**config.mk**
```make
export PLATFORM = sky130hd
export DESIGN_NAME = can_bit_destuffer
export DESIGN_NICKNAME = d
export VERILOG_FILES = /design/src/rtl/can_bit_destuffer.sv
export SDC_FILE = /design/constraint.sdc
export NUM_CORES = 1
export LEC_CHECK = 0
export CORE_ASPECT_RATIO = 1.1
export CORE_UTILIZATION = 45
export CTS_CLUSTER_DIAMETER = 80
export DETAILED_ROUTE_END_ITERATION = 10
export GPL_TIMING_DRIVEN = 0
export PLACE_DENSITY = 0.69
export SLEW_MARGIN = 20
export SYNTH_ARGS = -nofsm -noshare
export SYNTH_HDL_FRONTEND = slang
export SYNTH_SLANG_ARGS = --single-unit
```
**constraint.sdc**
```tcl
create_clock -name clk -period 4.4 [get_ports clk]
set_input_delay 0.66 -clock clk [delete_from_list [all_inputs] [get_ports clk]]
set_output_delay 0.66 -clock clk [all_outputs]
set_load 0.02 [all_outputs]
```
**src/rtl/can_bit_destuffer.sv**
```systemverilog
// CAN bit destuffer: classifies each sampled bit as data or stuff, checks stuffing, counts FD stuff bits.
// Latency: one clk from the sample_pt strobe to every output.
// Backpressure: none; it follows the bus bit rate and expects one sample at most every clk.
module can_bit_destuffer #(
  parameter int STUFF_LEN = 5,
  parameter int FIXED_LEN = 4
) (
  input  logic       clk,
  input  logic       reset,
  input  logic       sample_pt,
  input  logic       can_rx,
  input  logic       bs_on,
  input  logic       fixed_mode,
  input  logic       frame_clr,
  output logic       bit_out,
  output logic       bit_valid,
  output logic       is_stuff,
  output logic       stuff_err,
  output logic [2:0] stuff_cnt,
  output logic [2:0] stuff_gray,
  output logic       stuff_par
);

  localparam int RUN_W = $clog2(STUFF_LEN + 1);
  localparam int FIX_W = $clog2(FIXED_LEN + 1);

  logic             r_last_bit, w_last_bit;
  logic [RUN_W-1:0] r_run_len, w_run_len;
  logic             r_pending, w_pending;
  logic             r_fixed_active, w_fixed_active;
  logic [FIX_W-1:0] r_fixed_cnt, w_fixed_cnt;
  logic             r_bit_out, w_bit_out;
  logic             r_bit_valid, w_bit_valid;
  logic             r_is_stuff, w_is_stuff;
  logic             r_err, w_err;
  logic [2:0]       r_cnt, w_cnt;
  logic [2:0]       r_gray;
  logic             r_par;
  logic [RUN_W-1:0] w_run_eff;
  logic             w_pend_eff;

  // Next-state decode: frame_clr beats a coincident sample; a latched error freezes everything but bit_out.
  always_comb begin
    w_last_bit     = r_last_bit;
    w_run_len      = r_run_len;
    w_pending      = r_pending;
    w_fixed_active = r_fixed_active;
    w_fixed_cnt    = r_fixed_cnt;
    w_bit_out      = r_bit_out;
    w_bit_valid    = 1'b0;
    w_is_stuff     = r_is_stuff;
    w_err          = r_err;
    w_cnt          = r_cnt;
    // Leaving the fixed region restarts dynamic stuffing with a run of one.
    w_run_eff      = r_fixed_active ? RUN_W'(1) : r_run_len;
    w_pend_eff     = r_fixed_active ? 1'b0 : r_pending;
    if (frame_clr) begin
      w_last_bit     = 1'b0;
      w_run_len      = RUN_W'(1);
      w_pending      = 1'b0;
      w_fixed_active = 1'b0;
      w_fixed_cnt    = '0;
      w_is_stuff     = 1'b0;
      w_err          = 1'b0;
      w_cnt          = 3'd0;
    end else if (sample_pt) begin
      w_bit_out  = can_rx;
      w_is_stuff = 1'b0;
      if (r_err) begin
        // Stay silent until the next frame; only bit_out follows the bus.
      end else if (!bs_on) begin
        w_bit_valid    = 1'b1;
        w_last_bit     = can_rx;
        w_run_len      = RUN_W'(1);
        w_pending      = 1'b0;
        w_fixed_active = 1'b0;
      end else if (fixed_mode) begin
        if (!r_fixed_active || (r_fixed_cnt == FIX_W'(FIXED_LEN))) begin
          // Fixed stuff bit; it also replaces any dynamic stuff bit still owed.
          w_fixed_active = 1'b1;
          w_fixed_cnt    = '0;
          w_pending      = 1'b0;
          w_last_bit     = can_rx;
          if (can_rx == r_last_bit) w_err = 1'b1;
          else                      w_is_stuff = 1'b1;
        end else begin
          w_bit_valid = 1'b1;
          w_fixed_cnt = r_fixed_cnt + FIX_W'(1);
          w_last_bit  = can_rx;
        end
      end else begin
        w_fixed_active = 1'b0;
        if (w_pend_eff) begin
          if (can_rx == r_last_bit) begin
            w_err = 1'b1;
          end else begin
            w_is_stuff = 1'b1;
            w_cnt      = r_cnt + 3'd1;
            w_last_bit = can_rx;
            w_run_len  = RUN_W'(1);
            w_pending  = 1'b0;
          end
        end else begin
          w_bit_valid = 1'b1;
          w_run_len   = (can_rx == r_last_bit) ? (w_run_eff + RUN_W'(1)) : RUN_W'(1);
          w_pending   = (w_run_len >= RUN_W'(STUFF_LEN));
          w_last_bit  = can_rx;
        end
      end
    end
  end

  // State and output registers; Gray code and parity are derived from the next count so all three agree.
  always_ff @(posedge clk or posedge reset) begin
    if (reset) begin
      r_last_bit     <= 1'b1;
      r_run_len      <= '0;
      r_pending      <= 1'b0;
      r_fixed_active <= 1'b0;
      r_fixed_cnt    <= '0;
      r_bit_out      <= 1'b0;
      r_bit_valid    <= 1'b0;
      r_is_stuff     <= 1'b0;
      r_err          <= 1'b0;
      r_cnt          <= 3'd0;
      r_gray         <= 3'd0;
      r_par          <= 1'b0;
    end else begin
      r_last_bit     <= w_last_bit;
      r_run_len      <= w_run_len;
      r_pending      <= w_pending;
      r_fixed_active <= w_fixed_active;
      r_fixed_cnt    <= w_fixed_cnt;
      r_bit_out      <= w_bit_out;
      r_bit_valid    <= w_bit_valid;
      r_is_stuff     <= w_is_stuff;
      r_err          <= w_err;
      r_cnt          <= w_cnt;
      r_gray         <= w_cnt ^ (w_cnt >> 1);
      r_par          <= ^(w_cnt ^ (w_cnt >> 1));
    end
  end

  assign bit_out    = r_bit_out;
  assign bit_valid  = r_bit_valid;
  assign is_stuff   = r_is_stuff;
  assign stuff_err  = r_err;
  assign stuff_cnt  = r_cnt;
  assign stuff_gray = r_gray;
  assign stuff_par  = r_par;

endmodule
```
==> metrics <==
Adder-Cell Fraction of Synth Area=4.662%; Hold Path Origin=r_last_bit; H-tree levels=1; die span in y=53.23 um; DIE WIDTH=48.57 um; post-synthesis mux area share=1.049%; Setup violations, final=0; Reg2Reg Launch Point=r_fixed_active; Worst path slowest cell=clkdlybuf4s50_1; Antenna Cells=0; Resized cells post-CTS=0; Starting DRT DRC Count=24; Num CTS Buffers=3; fin nets=149; starting density of the core=47.67%; routed wire length=2.216 mm; unrepaired setup endpoints after global routing=false; CTS tree=built; Avg Inst Size Synth=9.175 sq um; placed cells=163; Total GRT Usage=19.17%; drt drc=0; layout cells sized above 1=12.41%; syn_nets=128; reg-to-reg endpoint=r_pending; Mapped Cells=117; main combinational cell family by area after synthesis=simple AND/OR/NAND/NOR gates; die area=2585 sq um; Min-Delay Path Class=reg -> reg; DR pass1 iterations=4; worst stage delay on the critical path=590 ps; post-synthesis sequential area ratio=42.07%; Post-synth EDFFs=0; Hold Path End=r_last_bit; non-filler cells, final=167; clock-pin slew on the worst setup and hold paths=100 ps; Buf+Inv Stages, Crit Path=2; number of synthesized register bits=18; maximum clock path buffer count=2; YS warnings=0; leakage power=0.5511 nW; CP required=3740 ps; Fin. Hold Viols=0; count of pins over their slew limit=0; # port buffers=16; number of global-route vias before repair=863; Synth top area share=39.63%; Vias=925; Yosys cell types=45; area grow syn2layout=21.79%; crit-path leading delay family=buffers and inverters; Post-CTS Setup Repair Bufs=0; Crit path arrival time=1520 ps; Hold-fix buffers, CTS=0; relative slew slack=53.61%; Critical Path Fanout Max=6; Hold WS=511.5 ps; Final Skew=0.7127 ps; FF-to-FF setup slack=2560 ps; simple-gate share of the synthesized area=22.49%; DP HPWL=1.593 mm; Worst-Skew Late Latency=290 ps; Compound-Gate Fraction of Synth Area=19.93%; Fmax=0.4577 GHz; nature of the critical path endpoint=primary output; Clock Tree Root=clkbuf_4; Post-synth ARST share=100.0%; Pwr Total=0.3298 mW; crit path launch type=register; Hold Crit Depth=2; top_reg_cell synth=dfrtp_1; row count=18; Placer Congestion=0.7555; Cell Pwr Density=252.2 nW/um^2; VDD IR max=0.1557 mV; largest net degree at the start of global routing=19; initial antenna violation count=0; I/O pin count=18; clock sinks=18; Max-Cap Viols=0; critical path type=reg -> out; R2R depth=5; first-pass GRT wire length=3.684 mm; cell area after synthesis=1074 sq um; worst slew pin tran=695.1 ps; Via density=5.539; global route overflow=0; Synth Area in XOR/XNOR=3.963%; largest cells by area after synthesis=dfrtp_1 (40%), nand2_1 (4.9%), ha_1 (4.7%), nor2_1 (3.1%), a21oi_1 (2.8%); DRT antenna net count=0; Period Utilization, post-route=49.65%; status=completed; CORE AREA=2252 sq um; WL per Instance=13.27 um; total negative setup slack=0 ps; CP Cell Sequence=buf_4 -> clkdlybuf4s50_1; area leader, netlist=dfrtp_1; fin crit period=2185 ps
==> cells in the mapped netlist, types with 2 or more instances <==
library cell	instances
buf_4	2
a32o_1	2
o21ai_0	3
nand2_1	14
nand3_1	4
o21bai_1	3
clkbuf_1	3
inv_1	7
nand4_1	2
nor2b_1	3
a31oi_1	2
buf_2	2
a21oi_1	6
nor4_1	2
or2_2	2
xnor2_1	2
nor2_1	9
dfrtp_1	17
nor3_1	3
ha_1	4
==> state kept, by name, summed over array words and instances, names as in the netlist <==
signal          cells
is_stuff            1
bit_out             1
stuff_err           1
stuff_cnt           3
r_last_bit          1
bit_valid           1
r_fixed_cnt         3
r_fixed_active      1
r_pending           1
stuff_gray          2
r_run_len           3
==> through the flow <==
| step | util, % | instance area, sq um | worst slack [ps] |
|---|---|---|---|
| after detailed placement | 56.44 | 1271 | 2042 |
| after floorplan | - | 1074 | 2624 |
| final | 58.06 | 1308 | 2215 |
| after global routing | 58.06 | 1308 | 2177 |
| after global placement | 56.44 | 1271 | 2005 |
| after CTS | 58.06 | 1308 | 2210 |
==> cell type report <==
| cell class | count | area [sq um] |
|---|---|---|
| clock buffers | 4 | 36.28 |
| flip-flops and latches | 18 | 451.7 |
| plain buffers | 7 | 36.28 |
| fillers | 203 | 944.7 |
| multi-input cells | 85 | 559.3 |
| inverters | 7 | 26.28 |
| well taps | 30 | 37.54 |
| repair buffers | 16 | 160.2 |
==> where the power goes <==
part           internal (mW)  switching (mW)  total, mW
Combinational         0.0215          0.0318     0.0532
Sequential             0.170         0.00327      0.174
Clock                 0.0504          0.0524      0.103
==> how the worst max path moves through the flow <==
| stage | start | slack (ps) | to | cells past startpoint |
|---|---|---|---|---|
| detailed placement | can_rx | 2040 | r_run_len[0] | 5 |
| global route | stuff_cnt[0] | 2180 | stuff_cnt[0] | 2 |
| global placement | can_rx | 2000 | r_run_len[0] | 5 |
| floorplan | fixed_mode | 2620 | stuff_gray[0] | 5 |
| CTS | stuff_cnt[0] | 2210 | stuff_cnt[0] | 2 |
| finish | stuff_cnt[0] | 2220 | stuff_cnt[0] | 2 |
==> metal layers <==
metal	GRT usage, %	wire, um
met5	0	0
met3	3.448	100
met4	8.333	19
met2	34.51	1089
met1	22.70	1007
==> worst min-delay path, stage by stage, from the launching register on <==
cell and delay, ps:
dfstp_2 410, nand2_1 50, a21oi_1 60
==> placed cells by master, fill, tap and decap left out, drive strengths merged, types with 3 or more instances in the layout <==
| cell type | synthesis | layout |
|---|---|---|
| dfrtp | 17 | 17 |
| clkdlybuf4s50 | 0 | 16 |
| nand2 | 14 | 14 |
| nor2 | 9 | 9 |
| inv | 7 | 7 |
| a21oi | 7 | 7 |
| clkbuf | 3 | 7 |
| nand3 | 4 | 4 |
| ha | 4 | 4 |
| o21ai | 4 | 4 |
| nor3 | 4 | 4 |
| buf | 4 | 4 |
| nor2b | 3 | 3 |
| o21bai | 3 | 3 |
| xnor2 | 3 | 3 |
==> cells by family after synthesis <==
group	after synthesis
flops	18
xor+xnor	4
fa+ha+maj	4
buf+inv	14
mux	1
simple gates	46
compound gates	30
Note: power is estimated with default switching activity, not from simulation.
